### src/rtl/tdm_demux16.sv
// tdm_demux16: receive side of the mux16 serial link.
// Owns the slot counter (driven out on sel to steer the upstream mux16),
// rebuilds the 1-bit-per-cycle stream into an N_CH-bit word and presents it
// on a valid/ready output.
// Optional feature macro: PARITY_CHECK_EN adds one even-parity slot per
// frame (slot N_CH), widens sel by one bit and enables parity_err.
//
// Output handshake: a word is transferred on a cycle where out_valid and
// out_ready are both 1. While out_valid is 1 and out_ready is 0, out and
// out_valid hold. A frame completing while a word is still pending replaces
// it and raises overrun for one cycle; completing on the accept cycle itself
// is a clean hand-over (no overrun).
module tdm_demux16 #(
    parameter int N_CH  = 16,
    parameter int SEL_W = 4
) (
    input  logic              clk,
    input  logic              rst_n,
    input  logic              q,
    input  logic              q_valid,
    input  logic              sof,
`ifdef PARITY_CHECK_EN
    output logic [SEL_W:0]    sel,
`else
    output logic [SEL_W-1:0]  sel,
`endif
    output logic [N_CH-1:0]   out,
    output logic              out_valid,
    input  logic              out_ready,
    output logic              overrun,
    output logic              parity_err
);

`ifdef PARITY_CHECK_EN
    localparam int SW   = SEL_W + 1;
    localparam int LAST = N_CH;
`else
    localparam int SW   = SEL_W;
    localparam int LAST = N_CH - 1;
`endif

    localparam logic [SW-1:0] LAST_SEL = SW'(LAST);
    localparam logic [SW-1:0] ONE_SEL  = SW'(1);

    logic [N_CH-1:0]  shadow;
    logic [N_CH-1:0]  shadow_upd;
    logic [SEL_W-1:0] idx;
    logic             last_slot;
    logic             complete;

    assign idx       = sel[SEL_W-1:0];
    assign last_slot = (sel == LAST_SEL);
    assign complete  = q_valid && !sof && last_slot;

    // Shadow word with the current bit merged in at the current slot.
    always_comb begin
        shadow_upd      = shadow;
        shadow_upd[idx] = q;
    end

    // Slot counter, shadow capture and output word/handshake registers.
    always_ff @(posedge clk) begin
        if (!rst_n) begin
            sel       <= '0;
            shadow    <= '0;
            out       <= '0;
            out_valid <= 1'b0;
            overrun   <= 1'b0;
`ifdef PARITY_CHECK_EN
            parity_err <= 1'b0;
`endif
        end else begin
            overrun <= 1'b0;
`ifdef PARITY_CHECK_EN
            parity_err <= 1'b0;
`endif
            // sof realigns the counter; with a live bit that bit is slot 0.
            if (sof) begin
                if (q_valid) begin
                    shadow[0] <= q;
                    sel       <= ONE_SEL;
                end else begin
                    sel <= '0;
                end
            end else if (q_valid) begin
                if (last_slot) sel <= '0;
                else           sel <= sel + ONE_SEL;
`ifdef PARITY_CHECK_EN
                // The parity slot is checked, never stored.
                if (!last_slot) shadow <= shadow_upd;
`else
                shadow <= shadow_upd;
`endif
            end

            if (complete) begin
`ifdef PARITY_CHECK_EN
                out        <= shadow;
                parity_err <= ^{shadow, q};
`else
                out        <= shadow_upd;
`endif
                out_valid  <= 1'b1;
                overrun    <= out_valid && !out_ready;
            end else if (out_valid && out_ready) begin
                out_valid <= 1'b0;
            end
        end
    end

`ifndef PARITY_CHECK_EN
    assign parity_err = 1'b0;
`endif

endmodule

### config.mk
export PLATFORM = sky130hd
export DESIGN_NAME = tdm_demux16
export DESIGN_NICKNAME = d
export VERILOG_FILES = /design/src/rtl/tdm_demux16.sv
export SDC_FILE = /design/constraint.sdc
export NUM_CORES = 1
export LEC_CHECK = 0
export ABC_AREA = 1
export CAP_MARGIN = 30
export CELL_PAD_IN_SITES_DETAIL_PLACEMENT = 1
export CELL_PAD_IN_SITES_GLOBAL_PLACEMENT = 2
export CORE_MARGIN = 5
export CORE_UTILIZATION = 28
export CTS_BUF_LIST = sky130_fd_sc_hd__clkbuf_16
export DETAILED_ROUTE_END_ITERATION = 6
export HOLD_SLACK_MARGIN = 0.03
export PLACE_DENSITY = 0.78
export SYNTH_ARGS = -nofsm -noshare
export SYNTH_HDL_FRONTEND = slang
export SYNTH_SLANG_ARGS = --single-unit
### constraint.sdc
create_clock -name clk -period 1.85 [get_ports clk]
set_clock_uncertainty 0.2 [all_clocks]
set_input_delay 0.4625 -clock clk [delete_from_list [all_inputs] [get_ports clk]]
set_output_delay 0.4625 -clock clk [all_outputs]
set_load 0.02 [all_outputs]
==> results of run 1 <==
## tightest hold or removal path: stages (launching register included)
cell     delay [ns]
dfxtp_1        0.30
inv_1          0.08
nor3_2         0.05
## area by class of cell
cell class                      instances  area, um2
Clock buffer                            5      125.1
Inverter                               40      150.1
Clock inverter                          3      37.54
Fill cell                             868       4158
Multi-Input combinational cell        199      908.4
Sequential cell                        37      743.2
Tap cell                               80      100.1
Timing Repair Buffer                   47      459.2
## logic make-up (layout without fill, tap and decap cells)
logic type | count (synthesis) | after routing | share of synthesized area, %
flip-flops | 37 | 37 | 39.13
other | 1 | 1 | 0.1981
AND/OR/NAND/NOR | 180 | 180 | 41.18
buffers and inverters | 58 | 95 | 12.89
AO/OA/AOI/OAI | 14 | 14 | 3.966
adder cells (fa/ha/maj) | 4 | 4 | 2.644
## flip-flops by register name, indices dropped and copies added, names as in the netlist
signal,flops
sel,4
shadow,15
overrun,1
out_valid,1
out,16
## stage by stage
step	setup slack, ns	hold WS [ns]
2_1_floorplan	0.03036	0.3008
3_3_place_gp	-0.1557	0.2647
3_5_place_dp	-0.1859	0.2598
4_1_cts	0.003060	0.2697
5_1_grt	0.01205	0.3183
6_report	0.1338	0.2697
## layout by cell type (no fill, tap or decap)
cell,count
nand2_1,87
nand3_1,44
inv_1,39
nor2_1,36
dfxtp_1,35
dlygate4sd2_1,21
buf_4,15
nand4_1,8
a21oi_1,7
o21ai_0,5
clkbuf_16,5
clkdlybuf4s50_1,5
buf_12,5
ha_1,4
clkinv_1,3
dfxtp_2,2
a211oi_1,1
nand3_2,1
nor3_1,1
nor2_4,1
nand2_4,1
o31ai_1,1
nor3_2,1
conb_1,1
bufinv_16,1
dlymetal6s2s_1,1
## worst paths after layout
check	end	cells past startpoint
worst max-delay path	out[15]$_SDFFE_PN0P_	7
worst min-delay path	overrun$_SDFF_PN0_	2
worst max register to register	out[15]$_SDFFE_PN0P_	7
worst min register to register	overrun$_SDFF_PN0_	2
## power groups by stage
stage,combinational [uW],sequential (uW),clock (uW)
3_3_place_gp,189,851,0
4_1_cts,191,833,976
2_1_floorplan,109,850,0
6_report,188,834,939
5_1_grt,213,837,1020
3_5_place_dp,192,851,0
## repair_timing
item | in CTS | in global routing
gates resized for setup | 21 | 3
endpoints found under the setup margin | 21 | 2
pin swaps | 0 | 1
## cell usage after synthesis (all sizes together)
library cell  instances
nand4                 8
nor2                 37
o21ai                 5
conb                  1
ha                    4
buf                  12
clkbuf                6
o31ai                 1
a21oi                 7
nand3                45
nand2                88
dfxtp                37
nor3                  2
inv                  38
clkinv                2
a211oi                1
## metal layers
layer	up-vias	GRT usage, %
met3	2	2.625
met1	862	17.28
li1	984	-
met5	-	0
met2	21	22.45
met4	0	3.342
==> key figures, run 1 <==
Die
  • I/O Pins: 29
  • Initial Util: 28.33%
  • Die ar.: 8505 um2
  • Die Wd: 92.23 um
  • Die Ht: 92.23 um
  • CORE AREA: 6681 um2
  • Num rows: 30

Pwr
  • Gate power share: 9.6%
  • VDD IR max: 0.0003998 V
  • Switching portion of total power: 22.12%
  • Tot Pwr: 1961 uW
  • Internal: 1528 uW
  • Part of the power in registers: 42.5%
  • Clock share of power: 47.9%
  • P_sw: 433.8 uW
  • Leakage: 0.001361 uW
  • Pwr dens: 777.2 nW/um2

Clock network
  • Postcts setup bufs: 0
  • CTS tree: done
  • Clock buffer count from CTS: 5
  • Worst-Skew Late Latency: 0.27 ns
  • Number of buffers on the longest clock path: 2
  • Sink Count: 37
  • H-Tree Depth: 2
  • Clock transition at path regs: 0.06 ns
  • Clock root cell: clkbuf_16
  • Cts hold-fix bufs: 0

Timing
  • Tmin final: 1.716 ns
  • Hold Vio Cnt, Final: 0
  • Final worst path period share: 92.77%
  • Setup TNS: 0 ns
  • Max Freq: 582.7 MHz
  • Setup Viol. Count Final: 0
  • RSZ-0062 raised after global routing: false
  • Fin. max-slew vios: 0

Global route
  • Largest net degree at the start of global routing: 21
  • Vias in the first global route: 1893
  • Wire length of the first global-routing pass: 9087 um
  • Total track usage: 13.28%
  • Initial antenna violation count: 0
  • Total congestion overflow: 0

Placement
  • Dpl cell area: 2382 um2
  • HPWL Detailed: 3693 um
  • RD Place Congestion: 0.7393
  • Buffers on Ports: 27
  • Inst Count DP: 403

Synth
  • Mapped Cells: 294
  • Post-synth top area cell: dfxtp_1
  • Synthesized area per cell: 6.439 um2
  • #FFs+latches synth: 37
  • Synth Warn #: 0
  • Synth area leaders: dfxtp_1 39%, nand2_1 17%, nand3_1 12%
  • Synthesized cell area: 1893 um2
  • Yosys cell types: 22
  • Mapped Nets: 304
  • Post-synth top area share: 39.13%
  • Seq/Total Area, Yosys: 39.13%

Route
  • Via count of the routed design: 1869
  • WL met1: 2537 um
  • Number of DRC markers in iteration 0: 48
  • DRC Markers: 0
  • Routed wire length: 5245 um
  • Met2 WL: 2512 um
  • DR WL/cell: 12.76 um
  • ANT nets after route: 0
  • Initial DRT Pass Iterations: 4
  • Highest metal used: met4
  • Avg Vias per Cell: 4.547
  • Metal3 WL: 166 um

Setup path
  • Critical Path, Cell by Cell: clkdlybuf4s50_1, nand2_1, nor2_4, buf_4, inv_1, o21ai_0, nor2_1
  • WP buf/inv: 3
  • Slowest stage delay, CP: 0.50 ns
  • Crit path max fanout: 6
  • CP Data Arrival Time: 1.68 ns
  • Critical Path Start: q_valid
  • Crit Path Class: primary input to flop
  • R2r setup slk: 0.21 ns
  • CP required: 1.81 ns
  • Slowest CP cell: clkdlybuf4s50_1
  • Worst r2r src: sel[0]$_SDFFE_PN0P_
  • CP Capture Type: flop
  • CP top delay family: buffers and inverters
  • Startpoint types: primary input

Final layout
  • Post-layout instance area: 2524 um2
  • Finished Core Util: 37.77%
  • Final net count: 340
  • Area Growth Syn to Fin: 33.31%
  • Layout cells sized above 1: 9.668%
  • Number of diodes: 0
  • Finished Layout Cells: 411

Worst hold path
  • Hold Crit Class: flop to flop
  • Hold_sp: out_valid$_SDFFE_PN0P_

Flow run
  • Max_cap viols: 0

Outcome
  • Status: completed
Power figures use the tool's default switching activity.
==> inputs of run 2 (changes only) <==
Settings changed: CTS_CLUSTER_DIAMETER set to 150.
==> results of run 2 <==
The final DEF is identical to that of run 1; final timing and power are the same.
==> inputs of run 3 (changes only) <==
Settings changed: SETUP_SLACK_MARGIN set to 0.05.
==> key figures, run 3 (synthesis gave the netlist of run 1 again) <==
Outcome
  • Status: completed

Clock network
  • H-Tree Depth: 2 (unchanged)
  • Number of buffers on the longest clock path: 2 (unchanged)
  • CTS tree: done
  • Clock transition at path regs: 0.05 ns (about the same)
  • Clock root cell: clkbuf_16
  • Cts hold-fix bufs: 0 (unchanged)
  • Postcts setup bufs: 0 (unchanged)
  • Clock buffer count from CTS: 5 (unchanged)
  • Worst-Skew Late Latency: 0.28 ns (about the same)
  • Sink Count: 37 (unchanged)

Worst hold path
  • Hold Crit Class: flop to flop

Global route
  • Total track usage: 13.57% (+0.29 points)
  • Total congestion overflow: 0 (unchanged)
  • Met1 Use GR: 15.97% (-1.3 points)
  • Vias in the first global route: 1966 (+3.9%)
  • Initial antenna violation count: 0 (unchanged)
  • Top Usage Layer GRT: met2
  • Largest net degree at the start of global routing: 23 (+9.5%)
  • Met3 Usage GRT: 2.953% (+0.33 points)
  • Met2 Usage GRT: 24.27% (+1.8 points)
  • Wire length of the first global-routing pass: 9197 um (+1.2%)

Flow run
  • Max_cap viols: 0 (unchanged)

Placement
  • RD Place Congestion: 0.7354 (-0.53%)
  • HPWL Detailed: 3818 um (+3.4%)
  • Buffers on Ports: 27 (unchanged)

Pwr
  • Tot Pwr: 1811 uW (-7.7%)
  • Pwr dens: 728.0 nW/um2 (-6.3%)
  • Leakage: 0.001343 uW (-1.3%)
  • VDD IR max: 0.0003234 V (-19%)

Route
  • DRC Markers: 0 (unchanged)
  • DR WL/cell: 12.94 um (+1.4%)
  • ANT nets after route: 0 (unchanged)
  • Routed wire length: 5320 um (+1.4%)
  • Number of DRC markers in iteration 0: 38 (-21%)
  • Avg Vias per Cell: 4.672 (+2.7%)
  • Initial DRT Pass Iterations: 4 (unchanged)
  • Via count of the routed design: 1920 (+2.7%)

Timing
  • Hold Vio Cnt, Final: 0 (unchanged)
  • Tmin final: 1.706 ns (-0.01068 ns)
  • Final worst path period share: 92.19% (-0.58 points)
  • Fin. max-slew vios: 0 (unchanged)
  • RSZ-0062 raised after global routing: true
  • Setup Viol. Count Final: 0 (unchanged)
  • Max Freq: 586.3 MHz (+0.63%)

Setup path
  • CP Capture Type: flop
  • Crit path max fanout: 6 (unchanged)
  • Crit Path Class: primary input to flop
  • CP required: 1.83 ns (+0.02 ns)
  • Startpoint types: primary input
  • CP Data Arrival Time: 1.68 ns (about the same)

Final layout
  • Final net count: 341 (+0.29%)
  • Filler cells: 867 (-0.12%)
  • Finished Core Util: 37.23% (-0.54 points)
  • Commonest non-fill, non-tap cells in the layout: 87 x nand2_1, 44 x nand3_1, 39 x inv_1
  • Largest regs: out: 16 flops, shadow: 15 flops, sel: 4 flops
  • Layout cells sized above 1: 9.668% (unchanged)
  • Number of diodes: 0 (unchanged)
  • Max reg flops: 16 (unchanged)
  • Most common cell after layout, fill and taps aside: nand2_1
  • Most flops, register: out
  • Area Growth Syn to Fin: 31.39%

Die
  • Die Ht: 92.23 um (unchanged)
  • Die Wd: 92.23 um (unchanged)
  • Die ar.: 8505 um2 (unchanged)
  • CORE AREA: 6681 um2 (unchanged)
  • Initial Util: 28.33% (unchanged)
  • Num rows: 30 (unchanged)
  • I/O Pins: 29 (unchanged)
run 3: cell type report:
class | count | area [um2] | share of cell area, %
Tap cell | 80 | 100.1 | 4.024
Clock buffer | 5 | 125.1 | 5.030
Clock inverter | 2 | 7.507 | 0.3018
Inverter | 40 | 150.1 | 6.036
Timing Repair Buffer | 48 | 452.9 | 18.21
Multi-Input combinational cell | 199 | 908.4 | 36.52
Sequential cell | 37 | 743.2 | 29.88
run 3: per-layer routing:
layer	up-vias	part of all wire, %	wire length, um
li1	979	-	-
met2	16	49	2584
met1	918	47	2501
met3	7	3.0	159
met5	-	0	0
met4	0	1.4	74
run 3: final timing paths:
check | from | endpoint | slack, ns | cells past startpoint
max | sof | out[2]$_SDFFE_PN0P_ | 0.14 | 8
min | out[15]$_SDFFE_PN0P_ | out[15]$_SDFFE_PN0P_ | 0.28 | 2
min reg2reg | out[15]$_SDFFE_PN0P_ | out[15]$_SDFFE_PN0P_ | 0.28 | 2
max reg2reg | sel[0]$_SDFFE_PN0P_ | out[2]$_SDFFE_PN0P_ | 0.22 | 7
run 3: metrics by stage:
| stage | hold slack [ns] | TNS [ns] | instance area (um2) | setup WS, ns | std cells |
|---|---|---|---|---|---|
| after floorplan | 0.3008 | 0 | 1896 | 0.1488 | 294 |
| after global placement | 0.2611 | -3.304 | 2380 | -0.1753 | 404 |
| after detailed placement | 0.2745 | -5.315 | 2380 | -0.2392 | 404 |
| after CTS | 0.2841 | 0 | 2485 | 0.05002 | 411 |
| after global routing | 0.3115 | 0 | 2487 | 0.03758 | 411 |
| final | 0.2761 | 0 | 2487 | 0.1445 | 411 |
run 3: worst max-delay path, cell delays in order:
cell             delay, ns
clkdlybuf4s50_1       0.42
inv_1                 0.09
nand2_1               0.10
nor2_4                0.20
buf_4                 0.19
nand3_1               0.10
nand2_1               0.08
inv_1                 0.03
run 3: timing repair:
action	CTS	global route
setup endpoints to repair	22	19
pin swaps	0	1
gates resized for setup	22	1
run 3: report_power, final:
part | switching (uW) | internal (uW)
sequential | 13.8 | 821
clock | 308 | 482
combinational | 108 | 79.2
total | 429 | 1380
